[src/rtl/lvds_link_tester_pkg.sv]
// Shared definitions for the LVDS loopback self-test: FSM encoding,
// PRBS7 taps/seed and the error-counter format.
package lvds_test_pkg;

    typedef enum logic [2:0] {
        ST_IDLE  = 3'd0,
        ST_PRIME = 3'd1,
        ST_ALIGN = 3'd2,
        ST_CHECK = 3'd3,
        ST_DONE  = 3'd4
    } state_t;

    // x^7 + x^6 + 1, Fibonacci form shifting left; feedback from bits 6 and 5
    localparam int         PRBS_W     = 7;
    localparam int         PRBS_TAP_A = 6;
    localparam int         PRBS_TAP_B = 5;
    localparam logic [6:0] PRBS_SEED  = 7'h7F;

    localparam int              ERR_W   = 16;
    localparam logic [ERR_W-1:0] ERR_SAT = 16'hFFFF;

    localparam int WIN_W  = 11;
    localparam int HIST_W = 16;

    // Saturating increment for the error counter
    function automatic logic [ERR_W-1:0] sat_inc(input logic [ERR_W-1:0] v);
        return (v == ERR_SAT) ? v : v + 1'b1;
    endfunction

endpackage

[src/rtl/lvds_link_tester_prbs7_gen.sv]
// PRBS7 source. Starts from the fixed seed at reset and steps once per
// advance pulse; bit_out is the MSB of the register.
module prbs7_gen
    import lvds_test_pkg::*;
(
    input  logic clk_in,
    input  logic reset_n,
    input  logic advance,
    output logic bit_out
);

    logic [PRBS_W-1:0] lfsr;

    // Shift left, feeding back the x^7/x^6 taps; a non-zero seed keeps it out of the lock-up state
    always_ff @(posedge clk_in or negedge reset_n) begin
        if (!reset_n) begin
            lfsr <= PRBS_SEED;
        end else if (advance) begin
            lfsr <= {lfsr[PRBS_W-2:0], lfsr[PRBS_TAP_A] ^ lfsr[PRBS_TAP_B]};
        end
    end

    assign bit_out = lfsr[PRBS_W-1];

endmodule

[src/rtl/lvds_link_tester.sv]
// LVDS loopback self-test: sends PRBS7 at clk_in/CLK_DIV, finds the loopback
// lag in whole bit periods, then counts bit errors over a fixed window.
module lvds_link_tester
    import lvds_test_pkg::*;
#(
    parameter int CLK_DIV    = 5,
    parameter int MAX_LAG    = 15,
    parameter int ALIGN_BITS = 32,
    parameter int TEST_BITS  = 1024
) (
    input  logic              clk_in,
    input  logic              reset_n,
    input  logic              start,
    output logic              tx_bit,
    input  logic              rx_bit,
    output logic              busy,
    output logic              done,
    output logic              pass,
    output logic [3:0]        lag,
    output logic [ERR_W-1:0]  err_count
);

    localparam int DIV_W      = (CLK_DIV > 2) ? $clog2(CLK_DIV) : 2;
    // Enough bits to fill the history up to MAX_LAG plus the synchronizer delay
    localparam int PRIME_BITS = MAX_LAG + 3;

    state_t             state;
    logic [DIV_W-1:0]   div_cnt;
    logic               active;
    logic               strobe;
    logic [1:0]         rx_sync;
    logic               rx_s;
    logic               prbs_bit;
    logic [HIST_W-1:1]  hist_q;
    logic [HIST_W-1:0]  hist;
    logic [WIN_W-1:0]   bit_cnt;
    logic [3:0]         lag_cand;
    logic               win_err;
    logic               mismatch;
    logic [ERR_W-1:0]   err_nxt;

    assign active   = (state == ST_PRIME) || (state == ST_ALIGN) || (state == ST_CHECK);
    assign strobe   = active && (div_cnt == DIV_W'(CLK_DIV - 1));
    assign rx_s     = rx_sync[1];
    assign tx_bit   = busy & prbs_bit;
    // hist[0] is always the bit on the wire right now
    assign hist     = {hist_q, tx_bit};
    assign mismatch = (rx_s != hist[lag_cand]);
    assign err_nxt  = mismatch ? sat_inc(err_count) : err_count;

    // Two-flop synchronizer; rx_bit comes straight from the pad
    always_ff @(posedge clk_in or negedge reset_n) begin
        if (!reset_n) rx_sync <= 2'b00;
        else          rx_sync <= {rx_sync[0], rx_bit};
    end

    // Bit-period divider, parked at 0 whenever no test is running
    always_ff @(posedge clk_in or negedge reset_n) begin
        if (!reset_n)     div_cnt <= '0;
        else if (!active) div_cnt <= '0;
        else if (strobe)  div_cnt <= '0;
        else              div_cnt <= div_cnt + 1'b1;
    end

    // Transmit history used to form the expected bit at each candidate lag
    always_ff @(posedge clk_in or negedge reset_n) begin
        if (!reset_n)    hist_q <= '0;
        else if (strobe) hist_q <= hist[HIST_W-2:0];
    end

    prbs7_gen u_prbs (
        .clk_in  (clk_in),
        .reset_n (reset_n),
        .advance (strobe),
        .bit_out (prbs_bit)
    );

    // Test sequencer: prime, lag search, error count, report
    always_ff @(posedge clk_in or negedge reset_n) begin
        if (!reset_n) begin
            state     <= ST_IDLE;
            busy      <= 1'b0;
            done      <= 1'b0;
            pass      <= 1'b0;
            lag       <= '0;
            err_count <= '0;
            bit_cnt   <= '0;
            lag_cand  <= '0;
            win_err   <= 1'b0;
        end else begin
            done <= 1'b0;
            case (state)
                ST_IDLE: begin
                    if (start) begin
                        state     <= ST_PRIME;
                        busy      <= 1'b1;
                        pass      <= 1'b0;
                        lag       <= '0;
                        err_count <= '0;
                        bit_cnt   <= '0;
                        lag_cand  <= '0;
                        win_err   <= 1'b0;
                    end
                end
                ST_PRIME: begin
                    if (strobe) begin
                        if (bit_cnt == WIN_W'(PRIME_BITS - 1)) begin
                            state   <= ST_ALIGN;
                            bit_cnt <= '0;
                            win_err <= 1'b0;
                        end else begin
                            bit_cnt <= bit_cnt + 1'b1;
                        end
                    end
                end
                ST_ALIGN: begin
                    if (strobe) begin
                        if (bit_cnt == WIN_W'(ALIGN_BITS - 1)) begin
                            // Full window judged; the LFSR keeps running across restarts
                            bit_cnt <= '0;
                            win_err <= 1'b0;
                            if (!win_err && !mismatch) begin
                                state <= ST_CHECK;
                                lag   <= lag_cand;
                            end else if (lag_cand == 4'(MAX_LAG)) begin
                                state     <= ST_DONE;
                                busy      <= 1'b0;
                                done      <= 1'b1;
                                pass      <= 1'b0;
                                lag       <= 4'(MAX_LAG);
                                err_count <= ERR_SAT;
                            end else begin
                                lag_cand <= lag_cand + 1'b1;
                            end
                        end else begin
                            bit_cnt <= bit_cnt + 1'b1;
                            win_err <= win_err | mismatch;
                        end
                    end
                end
                ST_CHECK: begin
                    if (strobe) begin
                        err_count <= err_nxt;
                        if (bit_cnt == WIN_W'(TEST_BITS - 1)) begin
                            state   <= ST_DONE;
                            busy    <= 1'b0;
                            done    <= 1'b1;
                            pass    <= (err_nxt == '0);
                            bit_cnt <= '0;
                        end else begin
                            bit_cnt <= bit_cnt + 1'b1;
                        end
                    end
                end
                ST_DONE: begin
                    state <= ST_IDLE;
                end
                default: begin
                    state <= ST_IDLE;
                    busy  <= 1'b0;
                end
            endcase
        end
    end

endmodule

[config.mk]
export PLATFORM = sky130hd
export DESIGN_NAME = lvds_link_tester
export DESIGN_NICKNAME = d
export VERILOG_FILES = /design/src/rtl/lvds_link_tester_pkg.sv /design/src/rtl/lvds_link_tester_prbs7_gen.sv /design/src/rtl/lvds_link_tester.sv
export SDC_FILE = /design/constraint.sdc
export NUM_CORES = 1
export LEC_CHECK = 0
export BUFFER_PORTS_ARGS = -buffer_cell sky130_fd_sc_hd__buf_2
export CAP_MARGIN = 30
export CORE_MARGIN = 3
export CORE_UTILIZATION = 49
export CTS_CLUSTER_DIAMETER = 40
export CTS_CLUSTER_SIZE = 24
export DETAILED_ROUTE_END_ITERATION = 12
export PLACE_DENSITY = 0.78
export SLEW_MARGIN = 30
export SYNTH_ARGS = -nofsm -noshare
export SYNTH_HDL_FRONTEND = slang
export SYNTH_HIERARCHICAL = 1
export SYNTH_SLANG_ARGS = --single-unit
[constraint.sdc]
create_clock -name clk_in -period 2.7 [get_ports clk_in]
set_input_delay 0.27 -clock clk_in [delete_from_list [all_inputs] [get_ports clk_in]]
set_output_delay 0.27 -clock clk_in [all_outputs]
set_load 0.005 [all_outputs]
# Word-level counts from Yosys, hierarchy flattened
# Cells that the tools add are included.
[classes] bitwise=4 eq_ne=22 n_div=0 n_mux=66 n_addsub=4 n_mul=0 n_shift=0 n_reduce_logical=21 magnitude_cmp=1
[op_table] op="16-bit two-way mux" n=8
[op_table] op="11-bit two-way mux" n=7
[op_table] op="16-bit one-hot mux with 3 select lines" n=1
[op_table] op="11-bit one-hot mux with 4 select lines" n=1
[op_table] op="4-bit two-way mux" n=9
[op_table] op="3-bit two-way mux" n=11
[op_table] op="8-bit AND reduction" n=3
[op_table] op="11-bit by 5-bit equality test with 1-bit output, second input constant" n=2
[op_table] op="1-bit two-way mux" n=21
[op_table] op="16-bit by 1-bit adder with 16-bit output, second input constant" n=1
[op_table] op="16-bit equality test, second input constant" n=1
[op_table] op="16-bit logical NOT" n=1
[op_table] op="4-bit one-hot mux with 2 select lines" n=2
[op_table] op="5-bit AND reduction" n=3
[op_table] op="2-bit != test, second input constant" n=6
[op_table] op="3-bit one-hot mux with 4 select lines" n=1
[op_table] op="11-bit by 1-bit adder with 11-bit output, second input constant" n=1
[op_table] op="11-bit by 10-bit equality test with 1-bit output, second input constant" n=1
[op_table] op="2-bit by 1-bit != test with 1-bit output, second input constant" n=4
[op_table] op="7-bit AND reduction" n=1
[op_table] op="3-bit by 2-bit equality test with 1-bit output, second input constant" n=2
[op_table] op="3-bit equality test, second input constant" n=2
[op_table] op="1-bit one-hot mux with 3 select lines" n=2
[op_table] op="6-bit AND reduction" n=1
[op_table] op="22 further kinds" n=26
[totals] register_bits=69 wordCells=131 mem_count=0 latch_bits=0 romBits=0 ramBits=0

# Depth between registers and ports, before layout
# Gate-level depths: netlist (run 1).
[logic_depth] depth_word=10 ltp_mapped=12 mapped_depth_nobuf=9

# Hierarchy
# Netlist (run 1), hierarchy kept.
[by_module_without_submodules] module="lvds_link_tester" cells_each=400 instances=1 area_per_inst_um2=3662.3 seq_area_each_um2=1551.5
[by_module_without_submodules] module="prbs7_gen" cells_each=17 instances=1 area_per_inst_um2=302.8 seq_area_each_um2=183.9

# Worst setup path before layout (run 1)
# Ideal clock, no wire load.
[synth_path] path_kind="reg2reg" start="register lag_cand[0]" end="register pass" required_time_ns=2.608 path_slack_ns=-0.117 synth_period_minus_slack_ns=2.817 path_stages_with_launch=11 arrival_time_ns=2.725 cell_sequence="dfrtp_1 > buf_6 > mux4_2 > mux2_2 > nand2_1 > and3b_1 > nor2_4 > nand2_1 > mux2_2 > or4_1 > o31ai_2"
[synth_via] elab_chain_len=8 elab_cells_between_ends=14 cone_classes="eq/ne: 4; mux: 6; reduce/logical: 4"
[synth_rtl] item="from (decl)" line_no="lvds_link_tester.sv:37" rtl="logic [3:0] lag_cand;"
[synth_rtl] item="from (signal assigned)" line_no="lvds_link_tester.sv:133" rtl="lag_cand <= lag_cand + 1'b1;"
[synth_rtl] item="1-bit binary-select mux with 4-bit select" line_no="lvds_link_tester.sv:48" rtl="assign mismatch = (rx_s != hist[lag_cand]);"
[synth_rtl] item="1-bit two-way mux (implied by the code)" line_no="lvds_link_tester.sv:48"
[synth_rtl] item="1-bit != test" line_no="lvds_link_tester.sv:48"
[synth_rtl] item="16-bit two-way mux" line_no="lvds_link_tester.sv:49" rtl="assign err_nxt = mismatch ? sat_inc(err_count) : err_count;"
[synth_rtl] item="16-bit logical NOT" line_no="lvds_link_tester.sv:148" rtl="pass <= (err_nxt == '0);"
[synth_rtl] item="1-bit two-way mux" line_no="lvds_link_tester.sv:144" rtl="if (bit_cnt == WIN_W'(TEST_BITS - 1)) begin"
[synth_rtl] item="1-bit two-way mux" line_no="lvds_link_tester.sv:142" rtl="if (strobe) begin"
[synth_rtl] item="1-bit one-hot mux with 3 select lines" line_no="lvds_link_tester.sv:92" rtl="case (state)"
[synth_rtl] item="to (signal assigned)" line_no="lvds_link_tester.sv:148"
[synth_rtl] item="to (decl)" line_no="lvds_link_tester.sv:18" rtl="output logic pass,"
# Several ways; a longest one is shown, not always the timed one. The select of a mux whose other input is x is not followed.
# A chain may end at the register's enable or synchronous reset.

# Worst setup path after layout (run 1)
# Same ends and word-level chain as after synthesis.

==> results of run 1 <==
metal layers:
metal	global-route usage, %	part of all wire [%]	vias up
met5	0	0	-
met2	34.63	49	120
li1	-	-	1669
met4	10.19	2.4	0
met1	28.48	43	1723
met3	4.848	5.9	29
registers in the layout (all words and copies together) (netlist names):
| name | cells |
|---|---|
| u_prbs/lfsr | 7 |
| busy | 1 |
| lag | 4 |
| err_count | 16 |
| done | 1 |
| hist_q | 15 |
| lag_cand | 4 |
| win_err | 1 |
| bit_cnt | 11 |
| div_cnt | 3 |
| rx_sync | 2 |
| pass | 1 |
| state | 3 |
synth_stat cells (4+ instances only):
master    count  area share [%]
and3_1        4            0.63
o21ai_1       6            0.76
o21ai_0      39             4.9
and2_1        6            0.95
ha_1          6             1.9
nand4_1       8             1.3
clkbuf_1     12             1.1
a31oi_1       5            0.79
a22o_1        7             1.5
mux2i_1       4             1.0
and3b_1       4            0.88
a21oi_1      20             2.5
a21o_1        8             1.5
mux2_4        6             2.3
mux4_2        4             2.3
o31ai_1       4            0.76
nor2_1       33             3.1
nand3_1      10             1.3
dfrtp_1      62              39
nand2_1      49             4.6
inv_1        16             1.5
xnor2_1       5             1.1
xor2_1        5             1.1
mux2_2       18             5.1
dfstp_2       7             4.6
nor3_1       11             1.4
power by group through the flow:
| stage | Clock [mW] | Sequential (mW) | Combinational [mW] |
|---|---|---|---|
| final | 0.937 | 1.08 | 0.222 |
| after global routing | 0.997 | 1.08 | 0.247 |
| after CTS | 0.954 | 1.08 | 0.218 |
| after detailed placement | 0 | 1.09 | 0.211 |
| after global placement | 0 | 1.09 | 0.206 |
| after floorplan | 0 | 1.09 | 0.113 |
path summary, 6_finish.rpt:
path | endpoint | slack, ns | cells past startpoint
max in group asynchronous | u_prbs/lfsr[3] | 1.90 | 3
min in group asynchronous | err_count[11] | 0.45 | 3
hold / removal | rx_sync[0] | 0.02 | 1
setup / recovery | pass | -0.1 | 10
setup reg to reg | pass | -0.1 | 10
hold reg to reg | rx_sync[1] | 0.37 | 0
worst max-delay path: cells and delay by family (launching register included):
kind            cells  cell delay, ns
compound gates      3            0.31
buf+inv             1            0.14
simple gates        5            1.50
mux                 1            0.33
flops               1            0.44
cell families (layout without fill, tap and decap cells):
group | after synthesis | in the layout | share of synthesized area (%)
multiplexers | 32 | 32 | 10.67
buffers and inverters | 34 | 105 | 3.881
flip-flops | 69 | 69 | 43.77
AND/OR/NAND/NOR | 147 | 147 | 18.43
adder cells (fa/ha/maj) | 6 | 6 | 1.893
XOR/XNOR | 10 | 10 | 2.209
AO/OA/AOI/OAI | 119 | 119 | 19.16
layout make-up:
class                           count  area (um^2)
Inverter                           16        60.06
Sequential cell                    69         1737
Fill cell                         632         3013
Timing Repair Buffer               73        508.0
Clock inverter                      6        87.58
Tap cell                          102        127.6
Multi-Input combinational cell    314         2147
Clock buffer                       10        127.6
per-stage QoR:
step / total power, mW / worst slack (ns) / instance area [um^2] / instances / TNS [ns]
after CTS: 2.248 / -0.07622 / 4735 / 584 / -0.1222
after global routing: 2.323 / -0.2245 / 4795 / 590 / -1.360
final: 2.235 / -0.09659 / 4795 / 590 / -0.1522
after detailed placement: 1.305 / -0.1411 / 4478 / 567 / -0.6457
after floorplan: 1.206 / -0.06650 / 3989 / 417 / -0.06650
after global placement: 1.298 / -0.03765 / 4478 / 567 / -0.07415
placed cells by master (no fill, tap or decap), types with 5 or more instances in the layout:
cell and count:
clkbuf_8 9, mux2_4 8, and2_1 6, ha_1 6, inv_1 16, a31oi_1 5, a21oi_1 17, xnor2_1 5
a21o_1 8, o21ai_0 38, a22o_1 7, nor2_1 31, mux2_2 16, nand2_1 48, dfstp_2 7, dfrtp_1 61
xor2_1 5, buf_2 27, nand3_1 10, nor3_1 11, nand4_1 8, buf_4 43, o21ai_1 6
what timing repair did:
action / 4_1_cts / 5_1_grt
buffers inserted: 0 / 6
cloned: 0 / 0
pin swaps: 1 / 2
gates resized for setup: 7 / 5
hold buffers: 1 / 0
hold endpoints to repair: 62 / 0
setup endpoints to repair: 13 / 22
==> impl_results.md, run 1 <==
- Status: complete, but fails checks
- Failing checks: setup timing
- IO Port Bufs: 27
- Remaining global-route overflow: 0
- Hold Slack: 0.01858 ns
- Area growth syn-to-layout: 20.92%
- R2r startpoint: lag_cand[0]
- Cell Int Power: 1.673 mW
- Fmax: 0.3576 GHz
- Hold Startpoint: rx_bit
- Worst-skew pair later-pin latency: 0.36 ns
- Max_slew headroom: 45.80%
- Root Driver: clkbuf_8
- Vias in the first global route: 3320
- Synth Net Count: 427
- Routed Antenna Nets: 0
- CP max stage delay: 0.44 ns
- First-pass GRT wire length: 15620 um
- Setup slack after layout: -0.09659 ns
- Number of library cell types mapped by synthesis: 59
- Tcrit/Tclk final: 103.6%
- Total GRT Usage: 21.87%
- Synth Warn #: 6
- Share of power burned in registers: 48.1%
- Pleak: 2.331 nW
- Critical path class: reg2reg
- RSZ-0062 raised after global routing: yes
- Final Hold Vio Count: 0
- Worst Setup Start Kind: flop
- TritonCTS clock tree: yes
- Sw Ratio: 25.11%
- Crit path DAT: 3.07 ns
- Layout Nets: 493
- Post-DP HPWL: 6550 um
- Detailed Route WL: 9523 um
- Synthesized cell area: 3965 um^2
- Vias per std cell: 6.002
- Finish-stage setup viols: 3
- Full die area: 9207 um^2
- Vias: 3541
- Worst Max-Slew Pin Slew: 0.8075 ns
- Initial antenna violation count: 0
- NetSw: 0.5612 mW
- Maximum root-to-sink buffer count: 2
- Io pins: 28
- Asr flop ratio synth: 100.0%
- Synth Area per Inst: 9.509 um^2
- Layout cells sized above 1: 29.71%
- Crit path from: lag_cand[0]
- Dominant synthesized flop cell: dfrtp_1
- Clk_skew: 0.01306 ns
- Num rows: 32
- Crit-path slowest cell: dfrtp_2
- Critical Path RT: 2.98 ns
- Die Ht: 95.96 um
- Post-layout util: 61.41%
- Worst-path clk slew: 0.08 ns
- CP endpoint kind: flop
- Largest net degree at the start of global routing: 70
- Clk sinks: 69
- Antenna diode count: 0
- Mapped Cells: 417
- Die W: 95.96 um
- Max-cap violations: 0
- Htree depth: 3
- Yosys reg bits: 69
- Min Tclk post-route: 2.797 ns
- DRC viols: 0
- DR WL/cell: 16.14 um
- CP Cell Sequence: mux4_2 -> and3b_1 -> a21oi_2 -> and3b_2 -> buf_4 -> or3b_4 -> nor4_2 -> a21oi_1 -> or4_4 -> o31ai_2
- Final Max Slew Viols: 0
- Pwr dens: 466.1 nW/um^2
- Core area: 7807 um^2
- Sequential area share after synthesis: 43.77%
- Num CTS Buffers: 9
- EDFF count, synth: 0
- GPL Wtd Cong: 0.9140
- DRT iter0 DRCs: 307
- Clock power share: 41.9%
- Peak VDD IR: 0.2153 mV
- Drt pass-1 iters: 5
- Comb power frac: 9.9%
- Hold Path Class: in2reg
- Maximum net fanout on the critical path: 4
- Starting Density: 50.79%
No activity file was read; power rests on OpenSTA's default activity.
==> inputs of run 2 (changes only) <==
--- a/config.mk
+++ b/config.mk
@@ -12,7 +12,7 @@
 export CTS_CLUSTER_DIAMETER = 40
 export CTS_CLUSTER_SIZE = 24
 export DETAILED_ROUTE_END_ITERATION = 12
-export PLACE_DENSITY = 0.78
+export PLACE_DENSITY = 0.76
 export SLEW_MARGIN = 30
 export SYNTH_ARGS = -nofsm -noshare
 export SYNTH_HDL_FRONTEND = slang
==> constraint.sdc (replaced) <==
create_clock -name clk_in -period 2.8 [get_ports clk_in]
set_input_delay 0.28 -clock clk_in [delete_from_list [all_inputs] [get_ports clk_in]]
set_output_delay 0.28 -clock clk_in [all_outputs]
set_load 0.1 [all_outputs]
==> run 2 against run 1 <==
The run still ends with setup timing left. Fmax decreased by 3.2%. Total power decreased by 1.7%. Worst setup slack better by 0.0066 ns.
==> impl_results.md, run 2 (synthesis gave the netlist of run 1 again) <==
- Io pins: 28
- Worst-path clk slew: 0.09 ns
- Root Driver: clkbuf_8
- Critical path class: reg2reg
- Post-CTS Setup Bufs: 0
- Max-cap violations: 0
- CP endpoint kind: flop
- Max_slew headroom: 47.13%
- Commonest cells after routing, fill and taps aside: 49 x nand2_1, 49 x dfrtp_1, 39 x o21ai_0
- RSZ-0062 raised after global routing: yes
- Registers with the most flip-flops: err_count: 16 flops, hist_q: 15 flops, bit_cnt: 11 flops
- Clk_skew: 0.01197 ns
- CP max stage delay: 0.50 ns
- Num rows: 32
- TritonCTS clock tree: yes
- Final Hold Vio Count: 0
- Die W: 95.96 um
- Vias per std cell: 5.956
- DR WL/cell: 16.14 um
- Maximum root-to-sink buffer count: 2
- Crit-path slowest cell: mux4_2
- Setup slack after layout: -0.09003 ns
- Starting Density: 50.79%
- Core area: 7807 um^2
- IO Port Bufs: 27
- Num CTS Buffers: 9
- Most flop-heavy register: err_count
- Critical Path RT: 3.06 ns
- Remaining global-route overflow: 0
- Setup TNS: -0.09003 ns
- CP dominant cell by count: and3b_1
- Area growth syn-to-layout: 16.25%
- Pwr dens: 476.4 nW/um^2
- CP Cell Sequence: mux4_2 -> and3b_1 -> a21oi_2 -> a21boi_2 -> or3b_4 -> buf_4 -> o21ai_2 -> and3b_1 -> nand4_1 -> o31ai_2
- Status: complete, but fails checks
- DRT iter0 DRCs: 197
- Worst Max-Slew Pin Slew: 0.7877 ns
- Vias: 3419
- Clk sinks: 69
- Fmax: 0.3460 GHz
- Inst Count DP: 557
- Finish-stage setup viols: 1
- GPL Wtd Cong: 0.9544
- Post-route cell area: 4609 um^2
- Min Tclk post-route: 2.890 ns
- Pleak: 2.180 nW
- Max FFs per register: 16
- Tcrit/Tclk final: 103.2%
- Post-DP HPWL: 6740 um
- Die Ht: 95.96 um
- Layout Nets: 477
- Failing checks: setup timing
- Detailed Route WL: 9264 um
- Hold Path Class: in2reg
- Worst-skew pair later-pin latency: 0.36 ns
- Full die area: 9207 um^2
- Initial antenna violation count: 0
- Fillers: 682
- Vias in the first global route: 3157
- Fin cells: 574
- Largest net degree at the start of global routing: 44
- Maximum net fanout on the critical path: 6
- First-pass GRT wire length: 15270 um
- Routed Antenna Nets: 0
- Layout cells sized above 1: 29.03%
- Antenna diode count: 0
- Worst Setup Start Kind: flop
- Drt pass-1 iters: 5
- Crit path DAT: 3.15 ns
- DRC viols: 0
- Peak VDD IR: 0.2156 mV
- Total GRT Usage: 21.52%
- Final Max Slew Viols: 0
- Htree depth: 3
- Post-Place Cell Area: 4382 um^2
==> run 2: changes by cell type in the layout (fill, tap and decap cells not counted), sizes merged <==
| cell | delta |
|---|---|
| buf | -16 |
| inv | +5 |
| bufinv | -2 |
| clkinv | -2 |
| clkbuf | -1 |
==> run 2: layout make-up <==
| class | instances | area (um^2) | share of cell area, % |
|---|---|---|---|
| multi-input combinational | 314 | 2105 | 45.66 |
| sequential | 69 | 1757 | 38.11 |
| timing repair buffer | 57 | 365.4 | 7.926 |
| tap | 102 | 127.6 | 2.769 |
| clock buffer | 9 | 123.9 | 2.687 |
| clock inverter | 7 | 71.32 | 1.547 |
| inverter | 16 | 60.06 | 1.303 |
==> run 2: worst paths after layout <==
| path | from | endpoint | slack (ns) | depth (start not counted) |
|---|---|---|---|---|
| max | lag_cand[0] | pass | -0.09 | 10 |
| min | rx_bit | rx_sync[0] | 0.02 | 1 |
| max reg2reg | lag_cand[0] | pass | -0.09 | 10 |
| min reg2reg | rx_sync[0] | rx_sync[1] | 0.37 | 0 |
| max in group asynchronous | reset_n | u_prbs/lfsr[3] | 1.63 | 3 |
| min in group asynchronous | reset_n | lag[0] | 0.45 | 2 |
==> run 2: metal layers <==
layer,GRT usage [%],part of all wire [%],up-vias
met5,0,0,-
met4,7.820,1.6,0
met1,29.79,45,1671
met2,33.58,48,104
li1,-,-,1626
met3,4.144,5.1,18
==> run 2: where the power goes <==
group | total, mW | internal (mW) | switching (mW)
Clock | 0.815 | 0.354 | 0.461
Sequential | 1.06 | 1.02 | 0.0342
Combinational | 0.326 | 0.0835 | 0.242
Total | 2.20 | 1.46 | 0.737
==> run 2: through the flow <==
stage	hold WS (ns)	utilization, %	setup WS, ns	total power [mW]
2_1_floorplan	-0.01559	-	-0.2504	1.305
3_3_place_gp	0.3361	56.12	-0.04199	1.388
3_5_place_dp	0.3508	56.12	-0.1657	1.394
4_1_cts	0.01017	58.77	-0.08829	2.213
5_1_grt	0.0002231	59.04	-0.1984	2.294
6_report	0.02281	59.04	-0.09003	2.196
==> run 2: worst max-delay path, delay by kind of cell, from the launching register on <==
kind | cells | cell delay, ns
simple gates | 4 | 1.01
mux | 1 | 0.50
compound gates | 4 | 0.70
buf+inv | 1 | 0.18
flops | 1 | 0.44
==> run 2: what timing repair did <==
| item | in CTS | in global routing |
|---|---|---|
| hold endpoints to repair | 0 | 41 |
| hold buffers | 0 | 1 |
| resized for setup | 3 | 1 |
| pin swaps | 4 | 0 |
| setup endpoints to repair | 3 | 23 |
==> inputs of run 3 (changes only) <==
--- a/config.mk
+++ b/config.mk
@@ -5,6 +5,7 @@
 export SDC_FILE = /design/constraint.sdc
 export NUM_CORES = 1
 export LEC_CHECK = 0
+export ABC_AREA = 1
 export BUFFER_PORTS_ARGS = -buffer_cell sky130_fd_sc_hd__buf_2
 export CAP_MARGIN = 30
 export CORE_MARGIN = 3
==> run 3 against run 2 <==
The run now ends clean. Total power is 20% higher. Worst hold slack gained 0.0086 ns. Sequential cell count is the same. Sequential share of layout area shrank 0.89 points. Register-to-register slack better by 0.38 ns. Clock power grew 2%.
==> impl_results.md, run 3 <==
- Status: complete, no violations
- Setup TNS: 0 ns
- Io pins: 28
- DRT iter0 DRCs: 271
- Initial antenna violation count: 0
- Registers with the most flip-flops: err_count: 16 flops, hist_q: 15 flops, bit_cnt: 11 flops
- Pwr dens: 562.6 nW/um^2
- Vias: 3851
- Synthesized cell area: 4219 um^2
- Layout Nets: 611
- Mapped Cells: 570
- Drt pass-1 iters: 7
- Worst Setup Start Kind: flop
- Count leader, synth: nand2_1
- Max FFs per register: 16
- Routed Antenna Nets: 0
- Clk sinks: 69
- Detailed Route WL: 9645 um
- R2r startpoint: err_count[0]
- Sw Ratio: 38.19%
- Htree depth: 3
- Peak VDD IR: 0.2384 mV
- Synth Warn #: 6
- Starting Density: 50.84%
- WP buf/inv: 2
- Remaining global-route overflow: 0
- Commonest cells after routing, fill and taps aside: 168 x nand2_1, 61 x dfrtp_1, 60 x inv_1
- IO Port Bufs: 27
- Top-area cell type share of the netlist area: 36.77%
- CP endpoint: pass
- Critical R2R Capture: pass
- Cell Int Power: 1.622 mW
- Clk_skew: 0.01430 ns
- EDFF count, synth: 0
- Commonest cells post-synth: 168 x nand2_1, 62 x dfrtp_1, 60 x inv_1
- Die Ht: 98.79 um
- Final Hold Vio Count: 0
- DRC viols: 0
- Post-CTS Setup Bufs: 0
- R2R setup slack: 0.29 ns
- Area growth syn-to-layout: 10.59%
- Final Max Slew Viols: 0
- CP max stage delay: 0.50 ns
- FF-to-FF path depth: 13
- Critical Path RT: 3.08 ns
- Synth Area per Inst: 7.402 um^2
- NetSw: 1.003 mW
- Crit-path slowest cell: dfrtp_1
- Crit path depth: 13
- Die W: 98.79 um
- Share of power burned in registers: 42.6%
- Number of library cell types mapped by synthesis: 40
- Pleak: 2.349 nW
- Num rows: 33
- Critical path's top delay family: simple AND/OR/NAND/NOR gates
- Vias in the first global route: 3865
- Worst-skew pair later-pin latency: 0.35 ns
- Yosys reg bits: 69
- Root Driver: clkbuf_8
- Most common cell after layout, fill and taps aside: nand2_1
- DR WL/cell: 13.57 um
- Crit path from: err_count[0]
- Most flop-heavy register: err_count
- Maximum net fanout on the critical path: 12
- Synth area leader: dfrtp_1
- First-pass GRT wire length: 17420 um
- Post-DP HPWL: 7094 um
- Synth Net Count: 580
- Min Tclk post-route: 2.512 ns
- Antenna diode count: 0
- Clock power share: 31.7%
- Tcrit/Tclk final: 89.73%
- Comb power frac: 25.7%
- GPL Wtd Cong: 0.9186
- Largest cells by area after synthesis: dfrtp_1 37%, nand2_1 15%, nand3_1 5.8%
- Layout cells sized above 1: 18.15%
- Dominant synthesized flop cell: dfrtp_1
- Asr flop ratio synth: 100.0%
- Post_cts resized: 0
- Num CTS Buffers: 9
- Sequential area share after synthesis: 41.13%
- Fillers: 775
- CP endpoint kind: flop
- Vias per std cell: 5.416
- Crit path DAT: 2.79 ns
- CP Cell Sequence: ha_1 -> nand3_1 -> nor2_1 -> nand3_1 -> buf_4 -> xor2_1 -> nand2_1 -> o21ai_0 -> inv_1 -> nand2_1 -> nor2_1 -> nand3_1 -> nand2_1
- Worst-path clk slew: 0.08 ns
- Worst Max-Slew Pin Slew: 0.5225 ns
- Post-layout util: 56.22%
- Core area: 8299 um^2
- Finish-stage setup viols: 0
- Maximum root-to-sink buffer count: 2
- Max-cap violations: 0
- Hold Buf Count CTS: 1
- Hold Path Class: in2reg
- RSZ-0062 raised after global routing: no
- Full die area: 9759 um^2
- Max_slew headroom: 64.90%
- Fmax: 0.3980 GHz
- Largest net degree at the start of global routing: 70
- TritonCTS clock tree: yes
- Critical path class: reg2reg
- Total GRT Usage: 21.57%
run 3: cell count changes in the layout (fill, tap and decap cells not counted), sizes merged, moves of 8 or more:
cell	delta
o21ai	-11
buf	-25
nor2	+28
nor3	+11
nand2	+134
o22ai	+15
mux2	-24
inv	+51
a21oi	-11
nand3	+42
a21o	-8
run 3: worst reg2reg max path, cell delays in order (launching register included):
cell and delay (ns):
dfrtp_1 0.50, ha_1 0.37, nand3_1 0.18, nor2_1 0.26
nand3_1 0.23, buf_4 0.25, xor2_1 0.15, nand2_1 0.07
o21ai_0 0.11, inv_1 0.07, nand2_1 0.05, nor2_1 0.09
nand3_1 0.08, nand2_1 0.06
run 3: cell families after synthesis:
family / synth area share, %
xor gates and xnor gates: 1.453
buffers and inverters: 8.304
adders and majority gates: 1.779
DFF: 41.13
and+or+nand+nor: 37.19
AOI/OAI and AO/OA: 10.14
run 3: metrics by stage:
step / cells / area (um^2) / hold WS (ns) / setup slack, ns / power (mW)
6_report: 711 / 4666 / 0.03137 / 0.2876 / 2.625
5_1_grt: 711 / 4666 / 0.01606 / 0.005874 / 2.747
4_1_cts: 711 / 4666 / 0.02162 / 0.3067 / 2.640
3_5_place_dp: 694 / 4454 / 0.3312 / 0.3245 / 1.808
3_3_place_gp: 694 / 4454 / 0.3291 / 0.3872 / 1.799
2_1_floorplan: 570 / 4220 / -0.01559 / 0.03541 / 1.666
run 3: worst min-delay path by stage:
| stage | slack [ns] | cells after the start | start | endpoint |
|---|---|---|---|---|
| finish | 0.03 | 1 | rx_bit | rx_sync[0] |
| global route | 0.02 | 1 | rx_bit | rx_sync[0] |
| CTS | 0.02 | 1 | rx_bit | rx_sync[0] |
| detailed placement | 0.33 | 2 | reset_n | err_count[8] |
| global placement | 0.33 | 2 | reset_n | err_count[7] |
| floorplan | -0.02 | 0 | reset_n | bit_cnt[0] |
run 3: power by group through the flow:
stage | combinational [mW] | clock, mW | sequential, mW
after global placement | 0.666 | 0 | 1.13
final | 0.674 | 0.832 | 1.12
after CTS | 0.675 | 0.848 | 1.12
after detailed placement | 0.672 | 0 | 1.14
after floorplan | 0.236 | 0 | 1.43
after global routing | 0.729 | 0.890 | 1.13
run 3: area by class of cell:
type	count	area (um^2)	area share, %
inverter	72	275.3	5.900
sequential	69	1737	37.22
multi-input combinational	417	2133	45.72
tap	105	131.4	2.816
timing repair buffer	32	187.7	4.023
clock buffer	11	141.4	3.030
clock inverter	5	60.06	1.287
run 3: per-layer routing:
layer / global-route usage, % / up-vias / part of all wire, %
met4: 9.979 / 0 / 2.5
met1: 27.45 / 1788 / 44
met2: 35.69 / 121 / 48
met5: 0 / - / 0
li1: - / 1915 / -
met3: 3.822 / 27 / 5.8
